`config.mk`:
```
export PLATFORM = sky130hd
export DESIGN_NAME = dmem_arbiter
export DESIGN_NICKNAME = d
export VERILOG_FILES = /design/src/rtl/dmem_arb_pkg.sv /design/src/rtl/dmem_arbiter_rr_pick.sv /design/src/rtl/dmem_arbiter.sv
export SDC_FILE = /design/constraint.sdc
export NUM_CORES = 1
export LEC_CHECK = 0
export CAP_MARGIN = 20
export CORE_ASPECT_RATIO = 0.75
export CORE_UTILIZATION = 39
export DETAILED_ROUTE_END_ITERATION = 8
export MAX_ROUTING_LAYER = met4
export PLACE_DENSITY = 0.82
export SKIP_LAST_GASP = 1
export SLEW_MARGIN = 20
export SYNTH_ARGS = -nofsm -noshare
export SYNTH_HDL_FRONTEND = slang
export SYNTH_SLANG_ARGS = --single-unit
```
`constraint.sdc`:
```
create_clock -name clk -period 2.34 [get_ports clk]
set_clock_uncertainty 0.2 [all_clocks]
set_input_delay 0.468 -clock clk [delete_from_list [all_inputs] [get_ports clk]]
set_output_delay 0.468 -clock clk [all_outputs]
set_load 0.02 [all_outputs]
```
`src/rtl/dmem_arb_pkg.sv`:
```
// dmem_arb_pkg: shared types and helpers for the data-memory arbiter.
//   state_t  - arbiter FSM states (IDLE/ISSUE/WAIT/ACK)
//   DEF_*    - default parameter values
//   owner_w  - width of the owner index; the host is encoded as index NUM_C
//   ptr_w    - width of a core index / round-robin pointer (at least 1 bit)
package dmem_arb_pkg;

  typedef enum logic [1:0] {
    IDLE  = 2'd0,
    ISSUE = 2'd1,
    WAIT  = 2'd2,
    ACK   = 2'd3
  } state_t;

  localparam int DEF_NUM_C   = 4;
  localparam int DEF_DATA_W  = 16;
  localparam int DEF_ADDR_W  = 16;
  localparam int DEF_MEM_LAT = 1;

  function automatic int owner_w(input int num_c);
    return $clog2(num_c + 1);
  endfunction

  function automatic int ptr_w(input int num_c);
    return (num_c > 1) ? $clog2(num_c) : 1;
  endfunction

endpackage

```
`src/rtl/dmem_arbiter_rr_pick.sv`:
```
// rr_pick: combinational round-robin picker.
//   req   - request vector, one bit per core
//   ptr   - index with highest priority this round
//   valid - at least one request present
//   grant - first requesting index at or after ptr, ascending with wrap
module rr_pick
  import dmem_arb_pkg::*;
#(
  parameter int N  = 4,
  parameter int PW = 2
) (
  input  logic [N-1:0]  req,
  input  logic [PW-1:0] ptr,
  output logic          valid,
  output logic [PW-1:0] grant
);

  // Rotating a doubled copy puts the request at ptr into bit 0,
  // so a plain lowest-bit-first scan implements the wrap.
  logic [2*N-1:0] dbl_s;
  logic [N-1:0]   rot_s;

  assign dbl_s = {req, req};
  assign rot_s = N'(dbl_s >> ptr);

  // Lowest set bit of the rotated vector, mapped back to a core index.
  always_comb begin
    int sum_s;
    logic hit_s;
    valid = 1'b0;
    grant = {PW{1'b0}};
    sum_s = 0;
    hit_s = 1'b0;
    for (int k = 0; k < N; k++) begin
      sum_s = int'(ptr) + k;
      sum_s = (sum_s >= N) ? (sum_s - N) : sum_s;
      hit_s = rot_s[k] & ~valid;
      grant = hit_s ? PW'(sum_s) : grant;
      valid = valid | rot_s[k];
    end
  end

endmodule

```
`src/rtl/dmem_arbiter.sv`:
```
// dmem_arbiter: serialises NUM_C core requests plus one host request onto a
// single-port data RAM. Host has strict priority, cores are round-robin.
//   core_*  - per-core req/we/addr/wdata in, one-hot core_ack out
//   com_*   - host req/we/addr/wdata in, com_ack out
//   rdata   - read data, valid with the ack of a read
//   mem_*   - RAM strobe/write-enable/address/write-data out, mem_rdata in
//   busy    - high whenever the FSM is not in IDLE
// All outputs are registered.
module dmem_arbiter
  import dmem_arb_pkg::*;
#(
  parameter int NUM_C   = DEF_NUM_C,
  parameter int DATA_W  = DEF_DATA_W,
  parameter int ADDR_W  = DEF_ADDR_W,
  parameter int MEM_LAT = DEF_MEM_LAT
) (
  input  logic                clk,
  input  logic                rst_n,
  input  logic [NUM_C-1:0]    core_req,
  input  logic [NUM_C-1:0]    core_we,
  input  logic [NUM_C*ADDR_W-1:0] core_addr,
  input  logic [NUM_C*DATA_W-1:0] core_wdata,
  output logic [NUM_C-1:0]    core_ack,
  input  logic                com_req,
  input  logic                com_we,
  input  logic [ADDR_W-1:0]   com_addr,
  input  logic [DATA_W-1:0]   com_wdata,
  output logic                com_ack,
  output logic [DATA_W-1:0]   rdata,
  output logic                mem_en,
  output logic                mem_we,
  output logic [ADDR_W-1:0]   mem_addr,
  output logic [DATA_W-1:0]   mem_wdata,
  input  logic [DATA_W-1:0]   mem_rdata,
  output logic                busy
);

  localparam int OW = owner_w(NUM_C);
  localparam int PW = ptr_w(NUM_C);
  localparam int LW = 3;
  localparam logic [OW-1:0] HOST_ID   = OW'(NUM_C);
  localparam logic [OW-1:0] LAST_CORE = OW'(NUM_C - 1);
  localparam logic [LW-1:0] LAT_LAST  = LW'(MEM_LAT - 1);

  state_t                 state_r, state_n_s;
  logic [PW-1:0]          rr_ptr_r, rr_ptr_n_s;
  logic [OW-1:0]          owner_r, owner_n_s;
  logic [LW-1:0]          lat_cnt_r, lat_cnt_n_s;
  logic                   mem_en_r, mem_en_n_s;
  logic                   mem_we_r, mem_we_n_s;
  logic [ADDR_W-1:0]      mem_addr_r, mem_addr_n_s;
  logic [DATA_W-1:0]      mem_wdata_r, mem_wdata_n_s;
  logic [DATA_W-1:0]      rdata_r, rdata_n_s;
  logic [NUM_C-1:0]       core_ack_r, core_ack_n_s;
  logic                   com_ack_r, com_ack_n_s;
  logic                   busy_r, busy_n_s;

  logic                   pick_valid_s;
  logic [PW-1:0]          pick_grant_s;
  logic                   is_host_s;
  logic [NUM_C-1:0]       own_onehot_s;
  logic [ADDR_W-1:0]      addr_arr_s  [NUM_C];
  logic [DATA_W-1:0]      wdata_arr_s [NUM_C];

  for (genvar g = 0; g < NUM_C; g++) begin : g_unpack
    assign addr_arr_s[g]  = core_addr[g*ADDR_W +: ADDR_W];
    assign wdata_arr_s[g] = core_wdata[g*DATA_W +: DATA_W];
  end

  rr_pick #(.N(NUM_C), .PW(PW)) u_rr_pick (
    .req   (core_req),
    .ptr   (rr_ptr_r),
    .valid (pick_valid_s),
    .grant (pick_grant_s)
  );

  assign is_host_s    = (owner_r == HOST_ID);
  assign own_onehot_s = is_host_s ? {NUM_C{1'b0}} : (NUM_C'(1'b1) << owner_r);

  // Next-state and next-output logic; every output is the registered copy.
  always_comb begin
    state_n_s     = state_r;
    rr_ptr_n_s    = rr_ptr_r;
    owner_n_s     = owner_r;
    lat_cnt_n_s   = lat_cnt_r;
    mem_en_n_s    = 1'b0;
    mem_we_n_s    = 1'b0;
    mem_addr_n_s  = mem_addr_r;
    mem_wdata_n_s = mem_wdata_r;
    rdata_n_s     = rdata_r;
    core_ack_n_s  = {NUM_C{1'b0}};
    com_ack_n_s   = 1'b0;
    case (state_r)
      IDLE: begin
        if (com_req) begin
          owner_n_s     = HOST_ID;
          mem_en_n_s    = 1'b1;
          mem_we_n_s    = com_we;
          mem_addr_n_s  = com_addr;
          mem_wdata_n_s = com_wdata;
          state_n_s     = ISSUE;
        end else if (pick_valid_s) begin
          owner_n_s     = OW'(pick_grant_s);
          mem_en_n_s    = 1'b1;
          mem_we_n_s    = core_we[pick_grant_s];
          mem_addr_n_s  = addr_arr_s[pick_grant_s];
          mem_wdata_n_s = wdata_arr_s[pick_grant_s];
          state_n_s     = ISSUE;
        end else begin
          state_n_s = IDLE;
        end
      end
      ISSUE: begin
        // The RAM samples at the end of this cycle; strobes drop on exit.
        if (mem_we_r) begin
          core_ack_n_s = own_onehot_s;
          com_ack_n_s  = is_host_s;
          state_n_s    = ACK;
        end else begin
          lat_cnt_n_s = {LW{1'b0}};
          state_n_s   = WAIT;
        end
      end
      WAIT: begin
        if (lat_cnt_r == LAT_LAST) begin
          rdata_n_s    = mem_rdata;
          core_ack_n_s = own_onehot_s;
          com_ack_n_s  = is_host_s;
          state_n_s    = ACK;
        end else begin
          lat_cnt_n_s = lat_cnt_r + LW'(1);
        end
      end
      ACK: begin
        // Host transactions leave the core rotation untouched.
        if (is_host_s) begin
          rr_ptr_n_s = rr_ptr_r;
        end else if (owner_r == LAST_CORE) begin
          rr_ptr_n_s = {PW{1'b0}};
        end else begin
          rr_ptr_n_s = PW'(owner_r + OW'(1));
        end
        state_n_s = IDLE;
      end
      default: begin
        state_n_s = IDLE;
      end
    endcase
    busy_n_s = (state_n_s != IDLE);
  end

  // State and output registers; reset drops any in-flight transaction.
  always_ff @(posedge clk or negedge rst_n) begin
    if (!rst_n) begin
      state_r     <= IDLE;
      rr_ptr_r    <= {PW{1'b0}};
      owner_r     <= {OW{1'b0}};
      lat_cnt_r   <= {LW{1'b0}};
      mem_en_r    <= 1'b0;
      mem_we_r    <= 1'b0;
      mem_addr_r  <= {ADDR_W{1'b0}};
      mem_wdata_r <= {DATA_W{1'b0}};
      rdata_r     <= {DATA_W{1'b0}};
      core_ack_r  <= {NUM_C{1'b0}};
      com_ack_r   <= 1'b0;
      busy_r      <= 1'b0;
    end else begin
      state_r     <= state_n_s;
      rr_ptr_r    <= rr_ptr_n_s;
      owner_r     <= owner_n_s;
      lat_cnt_r   <= lat_cnt_n_s;
      mem_en_r    <= mem_en_n_s;
      mem_we_r    <= mem_we_n_s;
      mem_addr_r  <= mem_addr_n_s;
      mem_wdata_r <= mem_wdata_n_s;
      rdata_r     <= rdata_n_s;
      core_ack_r  <= core_ack_n_s;
      com_ack_r   <= com_ack_n_s;
      busy_r      <= busy_n_s;
    end
  end

  assign core_ack  = core_ack_r;
  assign com_ack   = com_ack_r;
  assign rdata     = rdata_r;
  assign mem_en    = mem_en_r;
  assign mem_we    = mem_we_r;
  assign mem_addr  = mem_addr_r;
  assign mem_wdata = mem_wdata_r;
  assign busy      = busy_r;

endmodule

```
# After elaboration in Yosys (flattened, before gate mapping)
# Cells that the tools add are included.
# totals
ff_bits,66
input_bits,188
output_inout_bits,56
elab_cells,100
# op_classes
add_sub_neg,9
n_lt_le_gt_ge,6
eq_ne,7
shifts,2
n_mux,44
n_bitwise,11
reduce_logical,9
# op_table
op,count
2-to-1 mux 16 bit,8
binary-select mux 16 bit (select 2 bit),2
2-to-1 mux 2 bit,10
">= comparator 3 bit, second input constant",4
2-to-1 mux 1 bit,12
2-to-1 mux 3 bit,4
2-to-1 mux 4 bit,3
case mux 2 bit (4 select lines),1
case mux 4 bit (2 select lines),1
>> shifter 8 x 2 -> 4 bit,1
"subtractor 2 x 1 -> 2 bit, second input constant",4
"adder 2 x 2 -> 3 bit, second input constant",2
case mux 3 bit (2 select lines),1
AND reduction 2 bit,3
nonzero test 2 bit,3
"equality test 2 bit, second input constant",2
"inequality test 2 bit, second input constant",2
inverter 1 bit,4
"<< shifter 1 x 3 -> 4 bit, first input constant",1
"adder 2 x 1 -> 3 bit, second input constant",1
"adder 3 x 1 -> 3 bit, second input constant",1
AND 1 bit,3
"equality test 3 x 2 -> 1 bit, second input constant",1
"equality test 3 bit, second input constant",1
other kinds (11),13

# Depth between registers and ports, before layout
# depth
ltp_word,12
depth_mapped,8
depth_no_buf,7

# Modules after synthesis
# From an unflattened synthesis, not the netlist that was laid out.
# hier_totals
hier_cells,348
area_unflattened_um2,3956.3
# modules_own_cells
module,n_inst,cells_per_inst,area_each_um2,seq_area_each_um2
dmem_arbiter,1,336,3882.5,1651.6
rr_pick,1,12,73.8,0.0

# Worst setup path before layout
# No wires, ideal clock.
# synth_timing
kind,input to register
from,input port core_req[0]
to,"register mem_we_r, in the netlist mem_we"
setup_ns,0.122
t_arrival_ns,1.776
required_ns,2.018
path_slack_ns,0.243
path_stages,5
n_path_buf,0
cell_sequence,and2b_1 > a211o_1 > a21oi_4 > mux4_2 > a32o_1
# synth_between
elab_chain_len,11
elab_cells_between_ends,19
cone_classes,1 x shift; 9 x mux; 9 x bitwise
# synth_rtl
element,line_no,text
start: declaration,dmem_arbiter.sv:19,"input logic [NUM_C-1:0] core_req,"
>> shifter 8 x 2 -> 4 bit (*),dmem_arbiter_rr_pick.sv:24,assign rot_s = N'(dbl_s >> ptr);
inverter 1 bit or bitwise OR 1 bit (tied branches),"dmem_arbiter_rr_pick.sv:37, dmem_arbiter_rr_pick.sv:39",
"AND 1 bit, or another cell as far along",dmem_arbiter_rr_pick.sv:37,hit_s = rot_s[k] & ~valid;
"2-to-1 mux 2 bit, or another cell as far along",dmem_arbiter_rr_pick.sv:38,grant = hit_s ? PW'(sum_s) : grant;
2-to-1 mux 2 bit or AND 1 bit (tied branches),"dmem_arbiter_rr_pick.sv:38, dmem_arbiter_rr_pick.sv:37",
2-to-1 mux 2 bit,dmem_arbiter_rr_pick.sv:38,
binary-select mux 1 bit (select 2 bit),dmem_arbiter.sv:105,mem_we_n_s = core_we[pick_grant_s];
2-to-1 mux 1 bit (not written as such),dmem_arbiter.sv:105,
2-to-1 mux 1 bit (*),dmem_arbiter.sv:102,end else if (pick_valid_s) begin
2-to-1 mux 1 bit (*),dmem_arbiter.sv:95,if (com_req) begin
2-to-1 mux 1 bit (*),dmem_arbiter.sv:93,case (state_r)
named net mem_we_n_s,dmem_arbiter.sv:50,"logic mem_we_r, mem_we_n_s;"
end signal: assignment,dmem_arbiter.sv:173,mem_we_r <= mem_we_n_s;
end: declaration,dmem_arbiter.sv:50,
# Mark *: on every way through the listed nets, which the timed path passes. The rest lies on a longest branch. The select of a mux whose other input is x is not followed.
# A chain may end at the register's enable or synchronous reset.

# Worst setup path in the final report
# layout_timing
from,input port core_req[2]
to,"register mem_wdata_r[4], in the netlist mem_wdata[4]"
# layout_between
elab_chain_len,12
elab_cells_between_ends,22
cone_classes,1 x shift; 9 x mux; 10 x bitwise; 2 x reduce/logical
# layout_rtl
element,line_no,text
>> shifter 8 x 2 -> 4 bit (*),dmem_arbiter_rr_pick.sv:24,
inverter 1 bit or bitwise OR 1 bit (tied branches),"dmem_arbiter_rr_pick.sv:37, dmem_arbiter_rr_pick.sv:39",
"AND 1 bit, or another cell as far along",dmem_arbiter_rr_pick.sv:37,
"2-to-1 mux 2 bit, or another cell as far along",dmem_arbiter_rr_pick.sv:38,
2-to-1 mux 2 bit or AND 1 bit (tied branches),"dmem_arbiter_rr_pick.sv:38, dmem_arbiter_rr_pick.sv:37",
2-to-1 mux 2 bit,dmem_arbiter_rr_pick.sv:38,
inverter 2 -> 3 bit (not written as such),dmem_arbiter.sv:107,mem_wdata_n_s = wdata_arr_s[pick_grant_s];
binary-select mux 16 bit (select 2 bit),dmem_arbiter.sv:107,
2-to-1 mux 16 bit (not written as such) (2 in a row),dmem_arbiter.sv:107,
2-to-1 mux 16 bit,dmem_arbiter.sv:102,
2-to-1 mux 16 bit,dmem_arbiter.sv:95,
end signal: assignment,dmem_arbiter.sv:162,mem_wdata_r <= {DATA_W{1'b0}};
end signal: assignment,dmem_arbiter.sv:175,mem_wdata_r <= mem_wdata_n_s;
end: declaration,dmem_arbiter.sv:52,"logic [DATA_W-1:0] mem_wdata_r, mem_wdata_n_s;"
# Every way passes the cells marked *; elsewhere a longest branch is shown, timed or not. The select of a mux whose other input is x is not followed.

==> flow_metrics.tcl <==
set metrics [dict create \
    die_y_um 91.9 \
    peakVddDrop_v 0.000564 \
    hp-class "reg -> reg" \
    clk_path_buf_depth 2 \
    root_buffer "clkbuf_16" \
    post_drt_wl_per_cell_um 18.8 \
    cts_tree "yes" \
    netlist_area_um2 4200 \
    finalHoldViolCount 0 \
    dr.first_iter.drc_count 216 \
    crit_path_end "mem_wdata[4]" \
    drive_above_1_share_pct 21.2 \
    timing.rr.end "mem_we" \
    power_density_nw_per_um2 1170 \
    core_area_um2 10400 \
    cts_buffers 9 \
    period_share_pct 99.1 \
    wirelength_mm 14.3 \
    critPathLaunch "core_req[2]" \
    rows 32 \
    status "complete, no violations" \
    min_path_cells 1 \
    overflow 0 \
    final_common_cell "clkdlybuf4s50_1" \
    io_buffers 243 \
    relSlewSlack_pct 74.5 \
    grt_antenna_before_repair 0 \
    rr_worst_depth 6 \
    hpwl_mm 10.9 \
    drv_cap 0 \
    end_kind "register" \
    vias 4297 \
    final_cell_mix "240 x clkdlybuf4s50_1, 66 x dfrtp_1, 43 x o22ai_1" \
    track_usage_pct 25.7 \
    die_w_um 122 \
    start_kind "primary input" \
    ys_types 44 \
    r2r_start "rr_ptr_r[0]" \
    cts_num_sinks 66 \
    netlist.area_leader.share_pct 39.3 \
    clk_pin_slew_ns 0.06 \
    cts_max_level 3 \
    rsz0062_at_grt "true" \
    synth_area_leaders "dfrtp_1 39%, o221ai_2 8.2%, mux2i_1 7.6%, a221oi_1 7.1%, o22ai_1 6.6%" \
    route.detailed.drc 0 \
    synth_nets 559 \
    min_period_ns 2.32 \
    yosysTopAreaCell "dfrtp_1" \
    crit_type "in -> reg" \
    areaGrowthSynthToFinish_pct 75.5 \
    antenna_cells 0 \
    setup_viol 0 \
    synth_seq_cells 66 \
    reg2reg_slack_ns 0.15 \
    syn-instance-count 361 \
    required_ns 2.33 \
    vias_per_cell 5.66 \
    synth_seq_area_share_pct 39.3 \
    fmax_mhz 431 \
    cts_setup_buffers 0 \
    p_leak_nw 2.87 \
    avgSynthCellArea_um2 11.6 \
    worst_pin_slew_ns 0.383 \
    clk_latency_ns 0.32 \
    whs_ns 0.306 \
    ant_nets 0 \
    grt_max_degree 67 \
    io_pins 244 \
    finalMaxSlewViolations 0 \
    grt_pass1_vias 4436 \
    start_util_pct 40.5 \
    ys_warn_count 0 \
    drtPass1Iterations 4 \
    grt_pass1_wl_mm 21.6 \
    path_max_fanout 17 \
    worstPathArrival_ns 2.31 \
    place.gp.congestion 0.831 \
    die-area_um2 11200 \
    layout.nets 816 \
    fin_setup_tns_ns 0 \
]
==> per-layer routing <==
layer | up-vias | part of all wire [%] | track usage, %
met2 | 183 | 52 | 45.3
li1 | 2001 | - | -
met5 | - | 0 | -
met3 | 27 | 6.7 | 4.79
met4 | 0 | 2.0 | 8.13
met1 | 2086 | 40 | 29.3
==> kinds of logic (layout without fill, tap and decap cells) <==
kind of cell,after synthesis,count (layout),synth area share (%)
DFF,66,66,39.3
muxes,49,49,12.5
buffers and inverters,44,306,6.50
and+or+nand+nor,39,39,4.98
AOI/OAI and AO/OA,153,153,33.8
adders and majority gates,10,10,2.98
==> critical path, cell delays in order <==
cell	delay, ns
clkdlybuf4s50_1	0.57
buf_4	0.15
nor2_1	0.04
a31oi_1	0.18
o22ai_2	0.18
buf_12	0.20
a221oi_1	0.41
o22ai_2	0.12
==> power breakdown <==
| group | internal (mW) | switching [mW] |
|---|---|---|
| combinational | 2.60 | 2.49 |
| sequential | 1.65 | 0.398 |
| clock | 0.937 | 0.512 |
| total | 5.19 | 3.40 |
==> final cells by class <==
cell class | count | area [um2]
clock buffer | 10 | 229
clock inverter | 6 | 90.1
fill | 764 | 3000
sequential | 66 | 1650
timing repair buffer | 279 | 2840
inverter | 11 | 41.3
tap | 136 | 170
multi-input combinational | 251 | 2340
==> sequential cells by signal, summed over array words and instances, names as in the netlist <==
signal and flops:
mem_we 1, mem_addr 16, rdata 16, busy 1
mem_wdata 16, mem_en 1, lat_cnt_r 3, state_r 2
com_ack 1, core_ack 4, rr_ptr_r 2, owner_r 3
==> synth_stat cells (all sizes together) <==
cell and instances:
or2b 1, a21o 1, inv 11, o22ai 66, o211a 1, or4 1, buf 20, nand3 5
mux2 16, a21oi 5, o21ai 8, a31oi 1, and3 1, nand2b 3, dfrtp 66, or2 2
mux2i 32, and2b 1, mux4 1, clkbuf 13, and2 4, nand2 12, o22a 1, a32o 2
nor2b 2, ha 10, nor2 7, a21boi 1, a221oi 34, o221ai 32, a211o 1
==> how the worst min path moves through the flow <==
stage,start,endpoint,slack (ns)
after global placement,rdata[10],rdata[10],0.29
final,rdata[8],rdata[8],0.31
after detailed placement,rdata[15],rdata[15],0.29
after floorplan,rst_n,busy,-0.03
after global routing,rdata[8],rdata[8],0.32
after CTS,rdata[15],rdata[15],0.31
==> per-stage QoR <==
stage                     cell area [um2]  utilization, %  power, mW  worst slack [ns]  instances
after floorplan                      4200               -       5.04             0.243        361
after global placement               6970            67.2       6.89            -0.296        742
after detailed placement             6970            67.2       7.07            -0.363        742
after CTS                            7310            70.5       8.58           -0.0104        759
after global routing                 7370            71.1       9.03           -0.0301        759
final                                7370            71.1       8.59            0.0203        759
==> timing repair <==
item | in CTS | in global routing
pin swaps | 0 | 1
hold buffers | 1 | 0
endpoints found under the setup margin | 2 | 33
gates resized for setup | 2 | 12
hold endpoints to repair | 66 | 0
(Power assumes the default switching activity.)
